$ cat src/rtl/button_mode_scheduler.sv
// button_mode_scheduler
//   Shares one timed LED pattern engine among N_BUTTON requesters. Rising
//   edges on i_req become pending requests. A round-robin arbiter grants one
//   pending requester at a time, and that requester's pattern then runs for
//   N_STEPS steps of PRESCALE cycles each.
//
//   Request/grant protocol: i_req is a level. Only its rising edge counts as
//   a request, which is latched in pending until granted. There is no
//   back-pressure. o_grant is one-hot while the run is active (LOAD/RUN) and
//   is zero otherwise. o_done pulses for exactly one cycle when a run ends.
//
//   Optional build macro BUTTON_MODE_SCHED_PREEMPT_EN: when defined, a pending
//   request from any other requester aborts the active run (o_done still
//   pulses), and the aborting request is then served by normal arbitration.
//
// Ports:
//   i_clock   system clock
//   i_reset   asynchronous reset, active-low
//   i_req     request levels from the button logic state output
//   i_enable  step enable; low freezes the running pattern
//   o_grant   one-hot grant of the requester being served
//   o_busy    high while in LOAD or RUN
//   o_led     LED pattern
//   o_done    one-cycle pulse at the end of a run
//   o_state   debug view of the FSM state (0 IDLE, 1 LOAD, 2 RUN, 3 DONE)
module button_mode_scheduler #(
  parameter int N_BUTTON = 4,
  parameter int N_LEDS   = 4,
  parameter int PRESCALE = 1000,
  parameter int N_STEPS  = 8
) (
  input  logic                i_clock,
  input  logic                i_reset,
  input  logic [N_BUTTON-1:0] i_req,
  input  logic                i_enable,
  output logic [N_BUTTON-1:0] o_grant,
  output logic                o_busy,
  output logic [N_LEDS-1:0]   o_led,
  output logic                o_done,
  output logic [1:0]          o_state
);

  localparam int PW = (N_BUTTON > 1) ? $clog2(N_BUTTON) : 1;
  localparam int SW = $clog2(N_STEPS + 1);
  localparam int CW = $clog2(PRESCALE);

  typedef enum logic [1:0] {
    S_IDLE = 2'd0,
    S_LOAD = 2'd1,
    S_RUN  = 2'd2,
    S_DONE = 2'd3
  } state_t;

  state_t              state, state_next;
  logic [N_BUTTON-1:0] pending, req_d, rise, clr, cur_oh;
  logic [PW-1:0]       rr_ptr, cur, sel, rr_next;
  logic                found;
  logic [CW-1:0]       prescaler;
  logic [SW-1:0]       step;
  logic                run_end, preempt, last_tick;

  assign rise = i_req & ~req_d;

  // Round-robin search: the first pending bit at or after rr_ptr, wrapping.
  // This looks only at the registered pending vector, so a press landing on
  // the same edge as a grant waits for the next IDLE cycle.
  always_comb begin
    int idx;
    idx     = 0;
    found   = 1'b0;
    sel     = '0;
    for (int i = 0; i < N_BUTTON; i++) begin
      idx = (int'(rr_ptr) + i) % N_BUTTON;
      if (!found && pending[idx[PW-1:0]]) begin
        found = 1'b1;
        sel   = idx[PW-1:0];
      end
    end
    rr_next = PW'((int'(sel) + 1) % N_BUTTON);
  end

  always_comb begin
    clr = '0;
    if (state == S_IDLE && found) clr[sel] = 1'b1;
  end

  always_comb begin
    cur_oh      = '0;
    cur_oh[cur] = 1'b1;
  end

`ifdef BUTTON_MODE_SCHED_PREEMPT_EN
  assign preempt = (state == S_RUN) && |(pending & ~cur_oh);
`else
  assign preempt = 1'b0;
`endif

  // The run ends on the edge after step has counted up to N_STEPS, so the
  // last pattern position stays visible for one cycle before DONE.
  assign run_end   = (state == S_RUN) && (step == SW'(N_STEPS));
  assign last_tick = (prescaler == CW'(PRESCALE - 1));

  // FSM state register
  always_ff @(posedge i_clock or negedge i_reset) begin
    if (!i_reset) state <= S_IDLE;
    else          state <= state_next;
  end

  // FSM next state and state-decoded outputs
  always_comb begin
    state_next = state;
    case (state)
      S_IDLE: if (found) state_next = S_LOAD;
      S_LOAD: state_next = S_RUN;
      S_RUN:  if (run_end || preempt) state_next = S_DONE;
      S_DONE: state_next = S_IDLE;
      default: state_next = S_IDLE;
    endcase
  end

  assign o_busy  = (state == S_LOAD) || (state == S_RUN);
  assign o_done  = (state == S_DONE);
  assign o_grant = o_busy ? cur_oh : '0;
  assign o_state = state;

  // Request capture, arbitration bookkeeping and the pattern datapath
  always_ff @(posedge i_clock or negedge i_reset) begin
    if (!i_reset) begin
      req_d     <= '0;
      pending   <= '0;
      rr_ptr    <= '0;
      cur       <= '0;
      prescaler <= '0;
      step      <= '0;
      o_led     <= '0;
    end else begin
      req_d <= i_req;
      // A rise wins over a grant-clear of the same bit: presses are never lost.
      pending <= (pending & ~clr) | rise;
      if (state == S_IDLE && found) begin
        cur    <= sel;
        rr_ptr <= rr_next;
      end
      case (state)
        S_LOAD: begin
          prescaler <= '0;
          step      <= '0;
          // Even requesters sweep up from the LSB, odd ones down from the MSB.
          o_led     <= cur[0] ? (N_LEDS'(1) << (N_LEDS - 1)) : N_LEDS'(1);
        end
        S_RUN: begin
          if (run_end || preempt) begin
            o_led <= '0;
          end else if (i_enable) begin
            if (last_tick) begin
              prescaler <= '0;
              step      <= step + SW'(1);
              o_led     <= cur[0] ? {o_led[0], o_led[N_LEDS-1:1]}
                                  : {o_led[N_LEDS-2:0], o_led[N_LEDS-1]};
            end else begin
              prescaler <= prescaler + CW'(1);
            end
          end
        end
        default: ;
      endcase
    end
  end

endmodule
$ cat config.mk
export PLATFORM = sky130hd
export DESIGN_NAME = button_mode_scheduler
export DESIGN_NICKNAME = d
export VERILOG_FILES = /design/src/rtl/button_mode_scheduler.sv
export SDC_FILE = /design/constraint.sdc
export NUM_CORES = 1
export LEC_CHECK = 0
export CAP_MARGIN = 20
export CELL_PAD_IN_SITES_DETAIL_PLACEMENT = 1
export CELL_PAD_IN_SITES_GLOBAL_PLACEMENT = 2
export CORE_MARGIN = 2
export CORE_UTILIZATION = 38
export DETAILED_ROUTE_END_ITERATION = 10
export GPL_TIMING_DRIVEN = 0
export PLACE_DENSITY = 0.8
export SLEW_MARGIN = 25
export SYNTH_ARGS = -nofsm -noshare
export SYNTH_HDL_FRONTEND = slang
export SYNTH_SLANG_ARGS = --single-unit
$ cat constraint.sdc
create_clock -name i_clock -period 3.45 [get_ports i_clock]
set_input_delay 1.035 -clock i_clock [delete_from_list [all_inputs] [get_ports i_clock]]
set_output_delay 1.035 -clock i_clock [all_outputs]
set_load 0.1 [all_outputs]
==> flow_summary.json, run 1 <==
{
  "status": "finished, final reports clean",
  "max_freq_ghz": 0.300,
  "routed_wl_um": 4590,
  "routabilityCongestion": 0.775,
  "max-slew-margin-rel_pct": 34.7,
  "overflow": 0,
  "die_height_um": 73.4,
  "ys_types": 45,
  "p_leak_nw": 0.990,
  "postSynthCellCount": 191,
  "fillers": 534,
  "syn_nets": 209,
  "max_cap_viol_count": 0,
  "nNetsFinal": 235,
  "cts_setup_buffers": 0,
  "cts_root_buf": "clkbuf_8",
  "area.sequential_sq_um": 808,
  "fin_util_pct": 47.7,
  "num_vias": 1570,
  "via_per_inst": 5.77,
  "synth_fa_ha_area_share_pct": 7.52,
  "drc": 0,
  "ys_ff_latch": 32,
  "cts_made_buffers": 5,
  "dp_cells": 264,
  "synth_compound_area_share_pct": 14.6,
  "startpoint_type": "flop",
  "synth_top_area_share_pct": 43.7,
  "grt_use_total_pct": 18.6,
  "r2r_setup_slack_ps": 1190,
  "synth_xor_area_share_pct": 0,
  "syn_avg_cell_area_sq_um": 9.58,
  "rsz0062_at_grt": "false",
  "setup_viol": 0,
  "synth-simple-area-share_pct": 24.8,
  "power_mw": 0.880,
  "grt_max_degree": 27,
  "min_period_ps": 3330,
  "dpl_cell_area_sq_um": 2140,
  "peakVddDrop_uv": 229,
  "core_sq_um": 4690,
  "fin_crit_sh_pct": 96.5,
  "grt_pass1_vias": 1581,
  "synth_top_family_by_area": "simple AND/OR/NAND/NOR gates",
  "antenna_cells": 0,
  "instances_no_fill": 272,
  "dp_hpwl_um": 3470,
  "grt_pass1_wl_um": 7650,
  "port_buffers": 18,
  "cp-end-kind": "output port",
  "final_antenna_net_count": 0,
  "worstSetupPathType": "flop to output port",
  "cts_buffer_depth": 2,
  "htreeDepth": 2,
  "ys_async_sr_fraction_pct": 100,
  "final-hold-violation-count": 0,
  "antenna_found_initial": 0,
  "arrival_ps": 2290,
  "syn_area_sq_um": 1830,
  "ys_seq_area_share_pct": 43.7,
  "power_density_nw_per_um2": 394,
  "synth-edff-count": 0,
  "num_rows": 25,
  "die-area_sq_um": 5390,
  "crit_fanout": 10,
  "drt-pass1-iter-count": 4,
  "clkTransAtPathRegs_ps": 80,
  "synth_area_leaders": "dfrtp_1 44%, ha_1 7.5%, nand2_1 6.8%, o31ai_1 2.9%, mux2i_1 2.7%",
  "ys_warn_count": 0,
  "cp_slowest_cell": "dlygate4sd2_1",
  "drive_above_1_share_pct": 11.9,
  "final_max_slew_viol_count": 0,
  "tightestPinTransition_ps": 977,
  "drtIter0Drc": 48,
  "synth_top_area_cell": "dfrtp_1",
  "multi_input_area_sq_um": 970,
  "hp-class": "flop to flop",
  "muxShareOfSynthArea_pct": 3.96,
  "cts_tree": "built",
  "critical_path.cell_chain": "inv_1 -> ha_4 -> clkbuf_8 -> nand2_1 -> nor2_4 -> dlygate4sd2_1",
  "clock_sinks": 32,
  "ys.flop_type": "dfrtp_1",
  "pin_count": 19,
  "clk-insertion-delay-late_ps": 280,
  "final_area_sq_um": 2240,
  "finalSetupTns_ps": 0,
  "areaGrowthSynthToFinish_pct": 22.2,
  "required_ps": 2410,
  "dieWidth_um": 73.4,
  "fin_skew_ps": 12.7,
  "slowest_delay_ps": 850,
  "wl_per_cell_um": 16.9,
  "start_util_pct": 39.0
}
[power by group]
group / switching, mW / internal [mW] / total, mW
Clock: 0.136 / 0.182 / 0.318
Combinational: 0.0586 / 0.0512 / 0.110
Sequential: 0.0452 / 0.407 / 0.452
Total: 0.240 / 0.641 / 0.880
[logic make-up after synthesis]
| group | after synthesis |
|---|---|
| flops | 32 |
| compound gates | 38 |
| mux | 7 |
| simple gates | 84 |
| fa+ha+maj | 11 |
| buf+inv | 19 |
[cells in the final DEF, fill, tap and decap left out, drive strengths merged, types with 2 or more instances in the layout]
cell type      instances
nand2                 33
dfrtp                 32
inv                   13
clkdlybuf4s50         13
clkbuf                13
ha                    11
nand3                 10
o21ai                  7
o31ai                  7
or4                    7
a21oi                  6
mux2i                  5
nand4                  5
nand3b                 4
nor3                   4
nor2                   4
nand2b                 3
and3                   3
dlygate4sd2            3
buf                    3
a221o                  2
a21o                   2
nor4                   2
nor2b                  2
o22ai                  2
o2bb2ai                2
mux2                   2
[registers in the layout, summed over array words and instances, names as in the netlist]
register / flops
rr_ptr: 2
step: 4
o_led: 4
req_d: 4
pending: 4
o_state: 2
prescaler: 10
cur: 2
[routing by layer]
metal	GRT usage [%]	part of all wire, %	vias up
li1	-	-	750
met1	23.4	45	790
met2	31.4	50	22
met3	4.25	2.8	8
met4	6.46	1.5	0
met5	0	0	-
[stage by stage]
step           hold WS [ps]  setup WS [ps]
6_report                424            121
3_5_place_dp            421           7.68
5_1_grt                 449           2.93
4_1_cts                 430           93.6
3_3_place_gp            409           15.7
2_1_floorplan           400           73.4
[Yosys cell counts (4+ instances only)]
| master | number |
|---|---|
| or4_1 | 6 |
| a21oi_1 | 6 |
| nand4_1 | 5 |
| o31ai_1 | 7 |
| nor2_1 | 4 |
| dfrtp_1 | 32 |
| nor3_1 | 4 |
| inv_1 | 13 |
| nand3_1 | 10 |
| ha_1 | 11 |
| mux2i_1 | 5 |
| nand2_1 | 33 |
| o21ai_0 | 7 |
[path summary, 6_finish.rpt]
check / depth (start not counted) / start / end
hold / removal: 1 / req_d[3] / pending[3]
hold reg to reg: 1 / req_d[3] / pending[3]
setup reg to reg: 4 / prescaler[3] / step[0]
setup / recovery: 6 / o_state[1] / o_grant[1]
min in group asynchronous: 1 / i_reset / step[3]
max in group asynchronous: 2 / i_reset / o_state[0]
[layout make-up]
class,count,share of cell area (%)
Sequential cell,32,36.1
Multi-Input combinational cell,140,43.3
Timing Repair Buffer,19,8.61
Buffer,6,2.24
Inverter,13,2.18
Tap cell,54,3.02
Clock buffer,8,4.47
[what timing repair did]
action,4_1_cts,5_1_grt
hold buffers,0,0
resized for setup,6,0
endpoints found under the setup margin,4,0
[critical path: cells and delay by family (launching register included)]
family	cells	cell delay, ps
buf+inv	3	1090
fa+ha+maj	1	280
flops	1	440
simple gates	2	200
Note: power is estimated with default switching activity, not from simulation.
==> run 2: changes to the inputs <==
- clock period: 3.45 -> 4.25 ns (I/O delays scaled with it)
==> flow_summary.json, run 2 (synthesis results as in run 1) <==
{
  "htreeDepth": 2,
  "power.clock.fraction_pct": 41.7,
  "largest_reg_flops": 10,
  "antenna_found_initial": 0,
  "reg2reg_from": "prescaler[4]",
  "min_path_cells": 1,
  "dieWidth_um": 73.4,
  "drc": 0,
  "port_buffers": 18,
  "share_comb_of_total_power_pct": 11.4,
  "clock_sinks": 32,
  "cp-end-kind": "output port",
  "rsz0062_at_grt": "false",
  "required_ps": 2970,
  "cts_setup_buffers": 0,
  "grt_use_total_pct": 18.9,
  "top_register": "prescaler",
  "final_antenna_net_count": 0,
  "cts_buffer_depth": 2,
  "cts_tree": "built",
  "die-area_sq_um": 5390,
  "num_vias": 1577,
  "nNetsFinal": 235,
  "grt_pass1_vias": 1577,
  "drive_above_1_share_pct": 11.0,
  "overflow": 0,
  "peakVddDrop_uv": 193,
  "tightestPinTransition_ps": 972,
  "grt_pass1_wl_um": 7690,
  "layout_common_cells": "33 x nand2_1, 32 x dfrtp_1, 17 x clkdlybuf4s50_1, 13 x inv_1",
  "pin_count": 19,
  "holdPathEnd": "pending[0]",
  "max-slew-margin-rel_pct": 35.0,
  "num_rows": 25,
  "cts_hold_buf": 0,
  "die_height_um": 73.4,
  "cts_resized": 0,
  "start_util_pct": 39.0,
  "final_area_sq_um": 2260,
  "core_sq_um": 4690,
  "drtIter0Drc": 57,
  "fin_crit_sh_pct": 95.3,
  "drt-pass1-iter-count": 4,
  "instances_no_fill": 272,
  "crit_fanout": 10,
  "setup_viol": 0,
  "final_common_cell": "nand2_1",
  "cts_made_buffers": 5,
  "max_freq_ghz": 0.247,
  "cts_root_buf": "clkbuf_8",
  "clkTransAtPathRegs_ps": 70,
  "r2r_setup_slack_ps": 2000,
  "areaGrowthSynthToFinish_pct": 23.2,
  "finalSetupTns_ps": 0,
  "swShare_pct": 25.8,
  "multi_input_area_sq_um": 960,
  "status": "finished, final reports clean",
  "min_period_ps": 4050,
  "intPower_mw": 0.580,
  "p_leak_nw": 0.990,
  "antenna_cells": 0,
  "worstSetupPathType": "flop to output port",
  "area.sequential_sq_um": 801,
  "final-hold-violation-count": 0,
  "grt_max_degree": 19,
  "dp_cells": 264,
  "dpl_cell_area_sq_um": 2130,
  "routabilityCongestion": 0.814,
  "max_cap_viol_count": 0,
  "arrival_ps": 2780,
  "fin_skew_ps": 5.37,
  "fillers": 528,
  "clk-insertion-delay-late_ps": 290,
  "r2r_cells": 4,
  "routed_wl_um": 4600,
  "dp_hpwl_um": 3460,
  "power_density_nw_per_um2": 346,
  "wl_per_cell_um": 16.9,
  "via_per_inst": 5.80,
  "hp-class": "flop to flop",
  "r2r-end": "step[0]",
  "final_max_slew_viol_count": 0,
  "startpoint_type": "flop",
  "min_from": "req_d[0]",
  "power_frac_seq_pct": 47.0,
  "switchingPower_mw": 0.202
}
==> run 2: cell types whose count changed in the layout (fill, tap and decap cells not counted), sizes merged <==
cell,change
dlygate4sd2,-3
bufinv,+1
clkdlybuf4s50,+4
clkdlybuf4s15,-1
clkbuf,-1
==> run 2: cell type report <==
cell class                      instances  area share [%]
Clock inverter                          1            1.33
Buffer                                  6            2.22
Sequential cell                        32            35.5
Multi-Input combinational cell        140            42.5
Inverter                               13            2.16
Clock buffer                            7            4.27
Timing Repair Buffer                   19            8.99
Tap cell                               54            3.00
==> run 2: power by group through the flow <==
stage / logic, mW / registers, mW / clock network (mW)
floorplan: 0.0608 / 0.360 / 0
finish: 0.0888 / 0.367 / 0.326
CTS: 0.0904 / 0.365 / 0.332
detailed placement: 0.0890 / 0.371 / 0
global placement: 0.0822 / 0.369 / 0
global route: 0.102 / 0.372 / 0.347
==> run 2: routing by layer <==
metal,vias to the layer above,GRT usage [%],part of all wire [%]
met2,35,30.5,48
met3,8,4.12,3.7
met4,0,6.67,1.5
met1,788,25.0,47
li1,746,-,-
met5,-,0,0
==> run 2: through the flow <==
step,hold WS (ps),util (%),power [mW],worst slack (ps)
after CTS,423,48.1,0.788,165
after floorplan,400,-,0.421,50.3
after global routing,455,48.1,0.822,61.9
after global placement,403,44.9,0.452,583
after detailed placement,413,45.4,0.460,497
final,421,48.1,0.781,198
==> run 2: worst max path at each step <==
stage                     cells past startpoint       start         end
after detailed placement                      6  o_state[0]  o_grant[0]
after floorplan                               5  o_state[1]  o_grant[0]
after CTS                                     6  o_state[0]  o_grant[0]
final                                         6  o_state[0]  o_grant[0]
after global placement                        6  o_state[0]  o_grant[0]
after global routing                          6  o_state[0]  o_grant[0]
==> run 2: critical path, cell delays in order (launching register included) <==
cell and delay [ps]:
dfrtp_1 440, inv_1 110, ha_2 350, clkbuf_8 170
inv_1 140, nor3_4 130, clkdlybuf4s50_1 1150
